File: src/rtl/mem_arbiter.sv
// -----------------------------------------------------------------------------
// mem_arbiter
//
// Shares one single-ported unified instruction/data memory between the fetch
// stage and the memory stage of the pipeline. Each requester holds its request
// until a one-cycle ready pulse. The memory stage has priority. A streak
// counter (dcount) limits how many data grants in a row may pass a waiting
// fetch, so fetch always makes progress.
//
// Optional feature macro: MEMARB_TIMEOUT_EN
//   defined   : a BUSY watchdog completes an access after TIMEOUT cycles with
//               no mem_ack, returns 32'hDEADBEEF for reads and sets sticky err.
//   undefined : BUSY waits for mem_ack forever, err is tied low.
//
// Parameters
//   MAXDGRANT  consecutive data grants allowed while ireq is pending
//   TIMEOUT    BUSY-cycle watchdog limit (timeout build only)
//
// Ports
//   clk, reset                  clock, synchronous active-high reset
//   ireq, iaddr                 fetch request / address
//   irdata, iready              fetch read data (registered) / ready pulse
//   dreq, dwe, daddr, dwdata    data request / write enable / address / data
//   drdata, dready              data read result (registered) / ready pulse
//   mem_req, mem_we             memory access valid / write enable
//   mem_addr, mem_wdata         latched address / write data to memory
//   mem_rdata, mem_ack          memory read data / completion
//   busy                        high while an access is in BUSY or DONE
//   err                         sticky watchdog timeout flag
// -----------------------------------------------------------------------------
module mem_arbiter #(
    parameter int MAXDGRANT = 4,
    parameter int TIMEOUT   = 16
) (
    input  logic        clk,
    input  logic        reset,
    input  logic        ireq,
    input  logic [31:0] iaddr,
    output logic [31:0] irdata,
    output logic        iready,
    input  logic        dreq,
    input  logic        dwe,
    input  logic [31:0] daddr,
    input  logic [31:0] dwdata,
    output logic [31:0] drdata,
    output logic        dready,
    output logic        mem_req,
    output logic        mem_we,
    output logic [31:0] mem_addr,
    output logic [31:0] mem_wdata,
    input  logic [31:0] mem_rdata,
    input  logic        mem_ack,
    output logic        busy,
    output logic        err
);

    localparam logic [1:0] ST_IDLE = 2'd0;
    localparam logic [1:0] ST_BUSY = 2'd1;
    localparam logic [1:0] ST_DONE = 2'd2;

    localparam int DCW = (MAXDGRANT > 0) ? $clog2(MAXDGRANT + 1) : 1;
    localparam logic [DCW-1:0] DCOUNT_MAX = DCW'(MAXDGRANT);

    logic [1:0]     r_state;
    logic           r_owner;      // 0 = fetch, 1 = data
    logic           r_we;
    logic [DCW-1:0] r_dcount;
    logic [31:0]    r_addr;
    logic [31:0]    r_wdata;
    logic [31:0]    r_irdata;
    logic [31:0]    r_drdata;

    logic           w_grant_d;
    logic           w_expire;
    logic           w_complete;
    logic [31:0]    w_rdata_capture;
    logic [DCW-1:0] w_dcount_inc;

    // Data wins unless fetch is waiting and data has already used up its
    // allowance of consecutive grants.
    assign w_grant_d = dreq && (!ireq || (r_dcount < DCOUNT_MAX));

    // Saturating increment of the data streak.
    assign w_dcount_inc = (r_dcount == DCOUNT_MAX) ? r_dcount : r_dcount + 1'b1;

    // An ack in the expiry cycle takes precedence over the watchdog value.
    assign w_complete      = (r_state == ST_BUSY) && (mem_ack || w_expire);
    assign w_rdata_capture = mem_ack ? mem_rdata : 32'hDEADBEEF;

    always_ff @(posedge clk) begin
        if (reset) begin
            r_state  <= ST_IDLE;
            r_owner  <= 1'b0;
            r_we     <= 1'b0;
            r_dcount <= '0;
            r_addr   <= '0;
            r_wdata  <= '0;
            r_irdata <= '0;
            r_drdata <= '0;
        end else begin
            case (r_state)
                ST_IDLE: begin
                    if (w_grant_d) begin
                        r_addr   <= daddr;
                        r_wdata  <= dwdata;
                        r_we     <= dwe;
                        r_owner  <= 1'b1;
                        r_state  <= ST_BUSY;
                        // The streak only counts grants that bypassed a
                        // waiting fetch.
                        r_dcount <= ireq ? w_dcount_inc : '0;
                    end else if (ireq) begin
                        r_addr   <= iaddr;
                        r_we     <= 1'b0;
                        r_owner  <= 1'b0;
                        r_dcount <= '0;
                        r_state  <= ST_BUSY;
                    end
                end
                ST_BUSY: begin
                    if (w_complete) begin
                        if (!r_we) begin
                            if (r_owner) begin
                                r_drdata <= w_rdata_capture;
                            end else begin
                                r_irdata <= w_rdata_capture;
                            end
                        end
                        r_state <= ST_DONE;
                    end
                end
                ST_DONE: begin
                    r_state <= ST_IDLE;
                end
                default: begin
                    r_state <= ST_IDLE;
                end
            endcase
        end
    end

`ifdef MEMARB_TIMEOUT_EN
    localparam int TCW = (TIMEOUT > 1) ? $clog2(TIMEOUT + 1) : 1;
    localparam logic [TCW-1:0] TCOUNT_LAST = TCW'(TIMEOUT - 1);

    logic [TCW-1:0] r_tcount;
    logic           r_err;

    // r_tcount holds the number of BUSY cycles already elapsed; the cycle
    // in which it reads TIMEOUT-1 is the last one allowed.
    assign w_expire = (r_state == ST_BUSY) && !mem_ack && (r_tcount == TCOUNT_LAST);

    always_ff @(posedge clk) begin
        if (reset) begin
            r_tcount <= '0;
            r_err    <= 1'b0;
        end else begin
            if (r_state != ST_BUSY) begin
                r_tcount <= '0;
            end else if (r_tcount != TCOUNT_LAST) begin
                r_tcount <= r_tcount + 1'b1;
            end
            if (w_expire) begin
                r_err <= 1'b1;
            end
        end
    end

    assign err = r_err;
`else
    logic w_unused_timeout;

    assign w_expire         = 1'b0;
    assign err              = 1'b0;
    assign w_unused_timeout = (TIMEOUT != 0);
`endif

    // Moore decode of the handshake outputs.
    assign mem_req   = (r_state == ST_BUSY);
    assign mem_we    = (r_state == ST_BUSY) && r_we;
    assign mem_addr  = r_addr;
    assign mem_wdata = r_wdata;
    assign iready    = (r_state == ST_DONE) && !r_owner;
    assign dready    = (r_state == ST_DONE) && r_owner;
    assign busy      = (r_state == ST_BUSY) || (r_state == ST_DONE);
    assign irdata    = r_irdata;
    assign drdata    = r_drdata;

endmodule

File: config.mk
export PLATFORM = sky130hd
export DESIGN_NAME = mem_arbiter
export DESIGN_NICKNAME = d
export VERILOG_FILES = /design/src/rtl/mem_arbiter.sv
export SDC_FILE = /design/constraint.sdc
export NUM_CORES = 1
export LEC_CHECK = 0
export ABC_AREA = 1
export BUFFER_PORTS_ARGS = -buffer_cell sky130_fd_sc_hd__buf_2
export CAP_MARGIN = 20
export CORE_MARGIN = 2
export CORE_UTILIZATION = 50
export DETAILED_ROUTE_END_ITERATION = 10
export PLACE_DENSITY = 0.83
export SETUP_SLACK_MARGIN = 0.02
export SYNTH_ARGS = -nofsm -noshare
export SYNTH_HDL_FRONTEND = slang
export SYNTH_SLANG_ARGS = --single-unit
File: constraint.sdc
create_clock -name clk -period 2.7 [get_ports clk]
set_clock_uncertainty 0.1 [all_clocks]
set_input_delay 0.27 -clock clk [delete_from_list [all_inputs] [get_ports clk]]
set_output_delay 0.27 -clock clk [all_outputs]
set_load 0.03 [all_outputs]
# Word-level counts from Yosys, hierarchy flattened
# Index checks and enable logic that the tools add are counted.
[op_classes]
add_sub_neg = 1
mul = 0
n_div = 0
n_lt_le_gt_ge = 1
n_eq_ne = 6
shift = 0
muxes = 14
bitwise_logic = 2
reduce_logical = 17
[op_table]
columns = ["cell", "count"]
rows = [
  ["two-way mux 32 bit", 3],
  ["two-way mux 3 bit", 4],
  ["AND reduction 4 bit", 2],
  ["two-way mux 2 bit", 3],
  ["inequality test 3 bit (second input constant)", 2],
  ["AND reduction 2 bit", 3],
  ["logical AND 1 bit", 5],
  ["one-hot mux 2 bit (2 select lines)", 1],
  ["adder 3 x 1 -> 3 bit (second input constant)", 1],
  ["== test 3 bit (second input constant)", 1],
  ["less-than comparator 3 bit (second input constant)", 1],
  ["two-way mux 1 bit", 3],
  ["AND reduction 3 bit", 1],
  ["== test 2 x 1 -> 1 bit (second input constant)", 1],
  ["== test 2 bit (second input constant)", 1],
  ["logical NOT 1 bit", 2],
  ["logical NOT 2 bit", 1],
  ["logical OR 1 bit", 2],
  ["inequality test 2 x 1 -> 1 bit (second input constant)", 1],
  ["NOT 1 bit", 2],
  ["nonzero test 2 bit", 1],
]
[word_totals]
register_bits = 135
latch_bits = 0
mem_bits_rw = 0
romBits = 0
input_bits = 134
out_inout_bits = 134
elab_cells = 49
n_memories = 0

# Logic depth before layout (Yosys ltp)
[depth]
depth_word = 5
mapped_depth = 8
ltp_nobuf = 8

# Least setup slack after synthesis
# OpenSTA, ideal clock, no wires.
[synth_path]
path_type = "register to register"
start = "register r_state[1]"
end = "register r_irdata[16], in the netlist irdata[16]"
setup_ns = 0.116
arrival_time_ns = 1.560
required_time_ns = 2.484
path_slack_ns = 0.924
path_stages_with_launch = 9
path_buffers = 1
period_less_slack_ns = 1.776
path_cell_list = "dfxtp_1 > inv_1 > ha_1 > nand2_1 > nor3_2 > clkinv_1 > clkbuf_1 > nor2_1 > nor2_1"
[synth_via]
elab_chain_cells = 3
[synth_rtl]
columns = ["element", "line", "source"]
rows = [
  ["from (decl)", "64", "logic [1:0] r_state;"],
  ["from (signal assigned)", "92", "r_state <= ST_IDLE;"],
  ["from (signal assigned)", "108", "r_state <= ST_BUSY;"],
  ["from (signal assigned)", "117", "r_state <= ST_BUSY;"],
  ["== test 2 x 1 -> 1 bit *", "n/a", ""],
  ["named net mem_req", "47", "output logic mem_req,"],
  ["logical AND 1 bit", "87", "assign w_complete = (r_state == ST_BUSY) && (mem_ack || w_expire);"],
  ["AND reduction 4 bit (no source line) *", "n/a", ""],
  ["to (signal assigned)", "126", "r_irdata <= w_rdata_capture;"],
  ["to (decl)", "70", "logic [31:0] r_irdata;"],
]
# The timed path passes the listed nets; every way through them passes the cells marked *.
# A chain may end at the register's enable or synchronous reset.

# Worst setup path in the final report
[layout_path]
start = "register r_dcount[2]"
end = "register r_dcount[2]"
[layout_via]
elab_chain_cells = 5
elab_cells_between_ends = 11
cone_classes = "add/sub: 1; order compare: 1; eq/ne: 2; mux: 3; reduce/logical: 4"
[layout_rtl]
columns = ["element", "line", "source"]
rows = [
  ["from (decl)", "67", "logic [DCW-1:0] r_dcount;"],
  ["from (signal assigned)", "111", "r_dcount <= ireq ? w_dcount_inc : '0;"],
  ["less-than comparator 3 bit", "81", "assign w_grant_d = dreq && (!ireq || (r_dcount < DCOUNT_MAX));"],
  ["logical OR 1 bit", "81", ""],
  ["logical AND 1 bit", "81", ""],
  ["inequality test 3 bit (no source line) / nonzero test 2 bit (equally long branches)", "n/a", ""],
  ["AND reduction 3 bit (no source line)", "n/a", ""],
]
# Parallel ways exist; a longest one is shown, timed or not. The select of a mux whose other input is x is not followed.

==> flow_metrics.py <==
metrics = {
    "outcome": {
        "outcome": "finished clean",
    },
    "clock_network": {
        "number_of_resized_instances_in_the_post_cts_repair_step": 0,
        "clk-insertion-delay-late_ns": 0.51,
        "clock_path_buffers": 2,
        "cts.root.buffer_cell": "sky130_fd_sc_hd__clkbuf_8",
        "cts.reportedPaths.clkPinSlew_ns": 0.06,
        "cts_hold_buf": 74,
        "numClockSinks": 135,
        "postCtsSetupBuffers": 0,
        "cts_tree": "done",
        "cts_buffers": 17,
        "htree_num_levels": 4,
    },
    "worst_setup_path": {
        "critical_path.n_buffers_inverters": 1,
        "critical_path.top_delay_family": "simple AND/OR/NAND/NOR gates",
        "crit_path_frequent_cell": "sky130_fd_sc_hd__nand2_4",
        "worst_path_largest_cell_delay_ns": 0.34,
        "r2r_setup_slack_ns": 0.64,
        "ordered_cell_list_for_the_critical_path": "nand2_4 > nand2_4 > nand2_4 > nand2_8 > inv_4 > nand2_1 > nand2_1 > nor2_1",
        "critical_path.reg2reg.startpoint": "r_dcount[2]",
        "crit_arrival_ns": 2.36,
        "worstRegToRegCells": 8,
        "worstReg2RegEnd": "r_dcount[2]",
        "timing.critical_path.from_type": "flop",
        "crit_path_max_fanout": 37,
        "worstSetupEndpointType": "flop",
        "crit_required_ns": 2.99,
        "critical-path-slowest-cell": "sky130_fd_sc_hd__dfxtp_1",
        "setup.worst_path.class": "reg -> reg",
    },
    "power": {
        "max-vdd-ir-drop_uv": 450,
        "power_per_cell_area_mw_per_mm2": 739,
        "power_leakage_uw": 0.00415,
    },
    "placed_design": {
        "numPortBuffers": 266,
        "gp_congestion": 0.860,
        "dpl-instance-area_mm2": 0.00682,
        "place_hpwl_um": 10700,
    },
    "floorplan": {
        "floorplan.rows": 38,
        "die_area_mm2": 0.0119,
        "dieHeight_um": 109,
        "coreArea_mm2": 0.0108,
        "start_util_pct": 51.1,
        "top_level_ports": 268,
        "die_width_um": 109,
    },
    "route": {
        "viasPerCell": 5.06,
        "detail_route.drc_violations": 0,
        "drt-wirelength-per-cell_um": 14.6,
        "drtPass1Iterations": 8,
        "first_iter_violations": 476,
        "vias": 6155,
        "final_antenna_net_count": 0,
        "total_routed_wirelength_um": 17700,
    },
    "global_routing": {
        "grt_most_used_layer": "met2",
        "global_route.overflow_total": 0,
        "pin_count_of_the_biggest_net_entering_global_routing": 64,
        "first_global_vias": 5876,
        "initial_antenna_violation_count": 0,
        "globalRouteTotalUtil_pct": 29.1,
        "global_route_wire_length_before_repair_um": 27400,
        "grt_util_met3_pct": 7.95,
        "use_met1_pct": 32.6,
        "grtUsageMet2_pct": 50.4,
    },
    "synth": {
        "yosysSeqAreaShare_pct": 48.8,
        "postSynthRegisterBits": 135,
        "mean_post_synth_cell_area_um2": 7.39,
        "mappedNetlistArea_mm2": 0.00554,
        "mappedNetlistNets": 889,
        "ys_types": 26,
        "mapped_cells": 749,
        "ys_warn_count": 0,
    },
    "finish": {
        "stdcell_area_mm2": 0.00814,
        "design.final.nets": 1205,
        "antennaDiodeCount": 0,
        "layout-drive-gt1-share_pct": 31.6,
        "flow.area_growth_from_synthesis_pct": 47.1,
        "num-fill-cells": 809,
    },
    "sta": {
        "fmax_mhz": 485,
        "rsz0062_at_grt": "false",
        "worst_pin_slew_ns": 0.648,
        "finalMaxSlewViolations": 0,
        "final_hold_viol_count": 0,
        "finalSetupTns_ns": 0,
        "max-slew-margin-rel_pct": 56.7,
        "finalCriticalPeriod_ns": 2.06,
        "post-route-period-util_pct": 76.4,
        "setup_violations": 0,
    },
    "flow_run": {
        "maxCapViolCount": 0,
    },
    "worst_hold_path": {
        "whs_path_depth": 4,
        "hold_path.class": "in -> reg",
        "hold_start": "mem_rdata[23]",
        "worst_case_hold_path_end_point": "drdata[23]",
    },
}
[state kept, by name, indices dropped and copies added (netlist names)]
name	flops
drdata	32
irdata	32
mem_addr	32
mem_wdata	32
r_dcount	3
r_state	2
r_owner	1
r_we	1
[kinds of logic after synthesis]
kind of cell             synth area share, %
flip-flops                              48.8
other                                 0.0677
AO/OA/AOI/OAI                           13.2
adder cells (fa/ha/maj)                 1.36
AND/OR/NAND/NOR                         29.7
buffers and inverters                   6.87
[layer usage]
layer	up-vias	share of wire [%]
li1	3036	-
met2	287	50
met4	0	3.9
met1	2773	39
met5	-	0
met3	59	7.1
[final cells by class]
cell class                      count  area, µm²  share of cell area, %
Timing Repair Buffer              349       2150                   26.4
Clock buffer                       17        414                   5.09
Multi-Input combinational cell    545       2460                   30.2
Inverter                           17       67.6                  0.830
Clock inverter                     14        174                   2.14
Sequential cell                   135       2700                   33.2
Tap cell                          140        175                   2.15
[worst max path at each step]
stage	end	depth (start not counted)	startpoint	slack, ns
after floorplan	irdata[16]	8	r_state[1]	0.92
after global placement	r_dcount[2]	9	ireq	0.59
after detailed placement	r_dcount[2]	9	ireq	0.57
after CTS	r_dcount[2]	8	r_dcount[2]	0.64
after global routing	r_dcount[2]	8	r_dcount[2]	0.47
final	r_dcount[2]	8	r_dcount[2]	0.64
[worst reg2reg max path, cell delays in order, from the launching register on]
cell and delay [ns]:
sky130_fd_sc_hd__dfxtp_1 0.34, sky130_fd_sc_hd__nand2_4 0.31, sky130_fd_sc_hd__nand2_4 0.32, sky130_fd_sc_hd__nand2_4 0.19, sky130_fd_sc_hd__nand2_8 0.16, sky130_fd_sc_hd__inv_4 0.33
sky130_fd_sc_hd__nand2_1 0.09, sky130_fd_sc_hd__nand2_1 0.07, sky130_fd_sc_hd__nor2_1 0.04
[power by group]
group	leakage [µW]	internal [µW]	switching, µW
logic	0.00276	460	944
registers	0.00111	2190	103
clock network	0.000289	1410	908
total	0.00415	4060	1960
[placed cells by master (no fill, tap or decap), types with 16 or more instances in the layout]
cell	synthesis	layout
sky130_fd_sc_hd__buf_2	15	266
sky130_fd_sc_hd__nor2_1	173	173
sky130_fd_sc_hd__nand2_1	149	149
sky130_fd_sc_hd__dfxtp_1	135	135
sky130_fd_sc_hd__o21ai_0	85	85
sky130_fd_sc_hd__dlygate4sd3_1	0	74
sky130_fd_sc_hd__a21oi_1	50	50
sky130_fd_sc_hd__nand3_1	38	38
sky130_fd_sc_hd__or2_2	24	24
sky130_fd_sc_hd__clkbuf_16	0	16
[Yosys cell counts]
master	instances	share of area, %
sky130_fd_sc_hd__o21ai_0	85	7.7
sky130_fd_sc_hd__conb_1	1	0.068
sky130_fd_sc_hd__nor2_1	173	12
sky130_fd_sc_hd__a21oi_1	50	4.5
sky130_fd_sc_hd__buf_1	4	0.27
sky130_fd_sc_hd__nand2_1	149	10
sky130_fd_sc_hd__clkinv_1	2	0.14
sky130_fd_sc_hd__buf_4	6	0.81
sky130_fd_sc_hd__clkbuf_2	1	0.090
sky130_fd_sc_hd__nor2_2	1	0.11
sky130_fd_sc_hd__dfxtp_1	135	49
sky130_fd_sc_hd__ha_1	6	1.4
sky130_fd_sc_hd__o21ai_1	11	0.99
sky130_fd_sc_hd__clkbuf_1	16	1.1
sky130_fd_sc_hd__nand2_8	1	0.36
sky130_fd_sc_hd__or2_2	24	2.7
sky130_fd_sc_hd__inv_4	1	0.11
sky130_fd_sc_hd__buf_2	15	1.4
sky130_fd_sc_hd__clkinv_2	1	0.090
sky130_fd_sc_hd__nand3_1	38	3.4
sky130_fd_sc_hd__inv_1	13	0.88
sky130_fd_sc_hd__nor3_2	1	0.18
sky130_fd_sc_hd__nand4_1	1	0.11
sky130_fd_sc_hd__nand2_4	3	0.61
sky130_fd_sc_hd__nand3_4	1	0.32
sky130_fd_sc_hd__buf_6	10	2.0
[metrics by stage]
| step | setup slack, ns | total power [µW] | std cells | hold slack [ns] | utilization, % |
|---|---|---|---|---|---|
| final | 0.637 | 6020 | 1217 | 0.0163 | 75.1 |
| after global routing | 0.472 | 6270 | 1217 | 0.0255 | 75.1 |
| after CTS | 0.636 | 6010 | 1217 | 0.00109 | 75.1 |
| after detailed placement | 0.573 | 3630 | 1112 | 0.352 | 62.9 |
| after global placement | 0.592 | 3610 | 1112 | 0.349 | 62.9 |
| after floorplan | 0.924 | 3270 | 749 | 0.311 | - |
(Power assumes the default switching activity.)
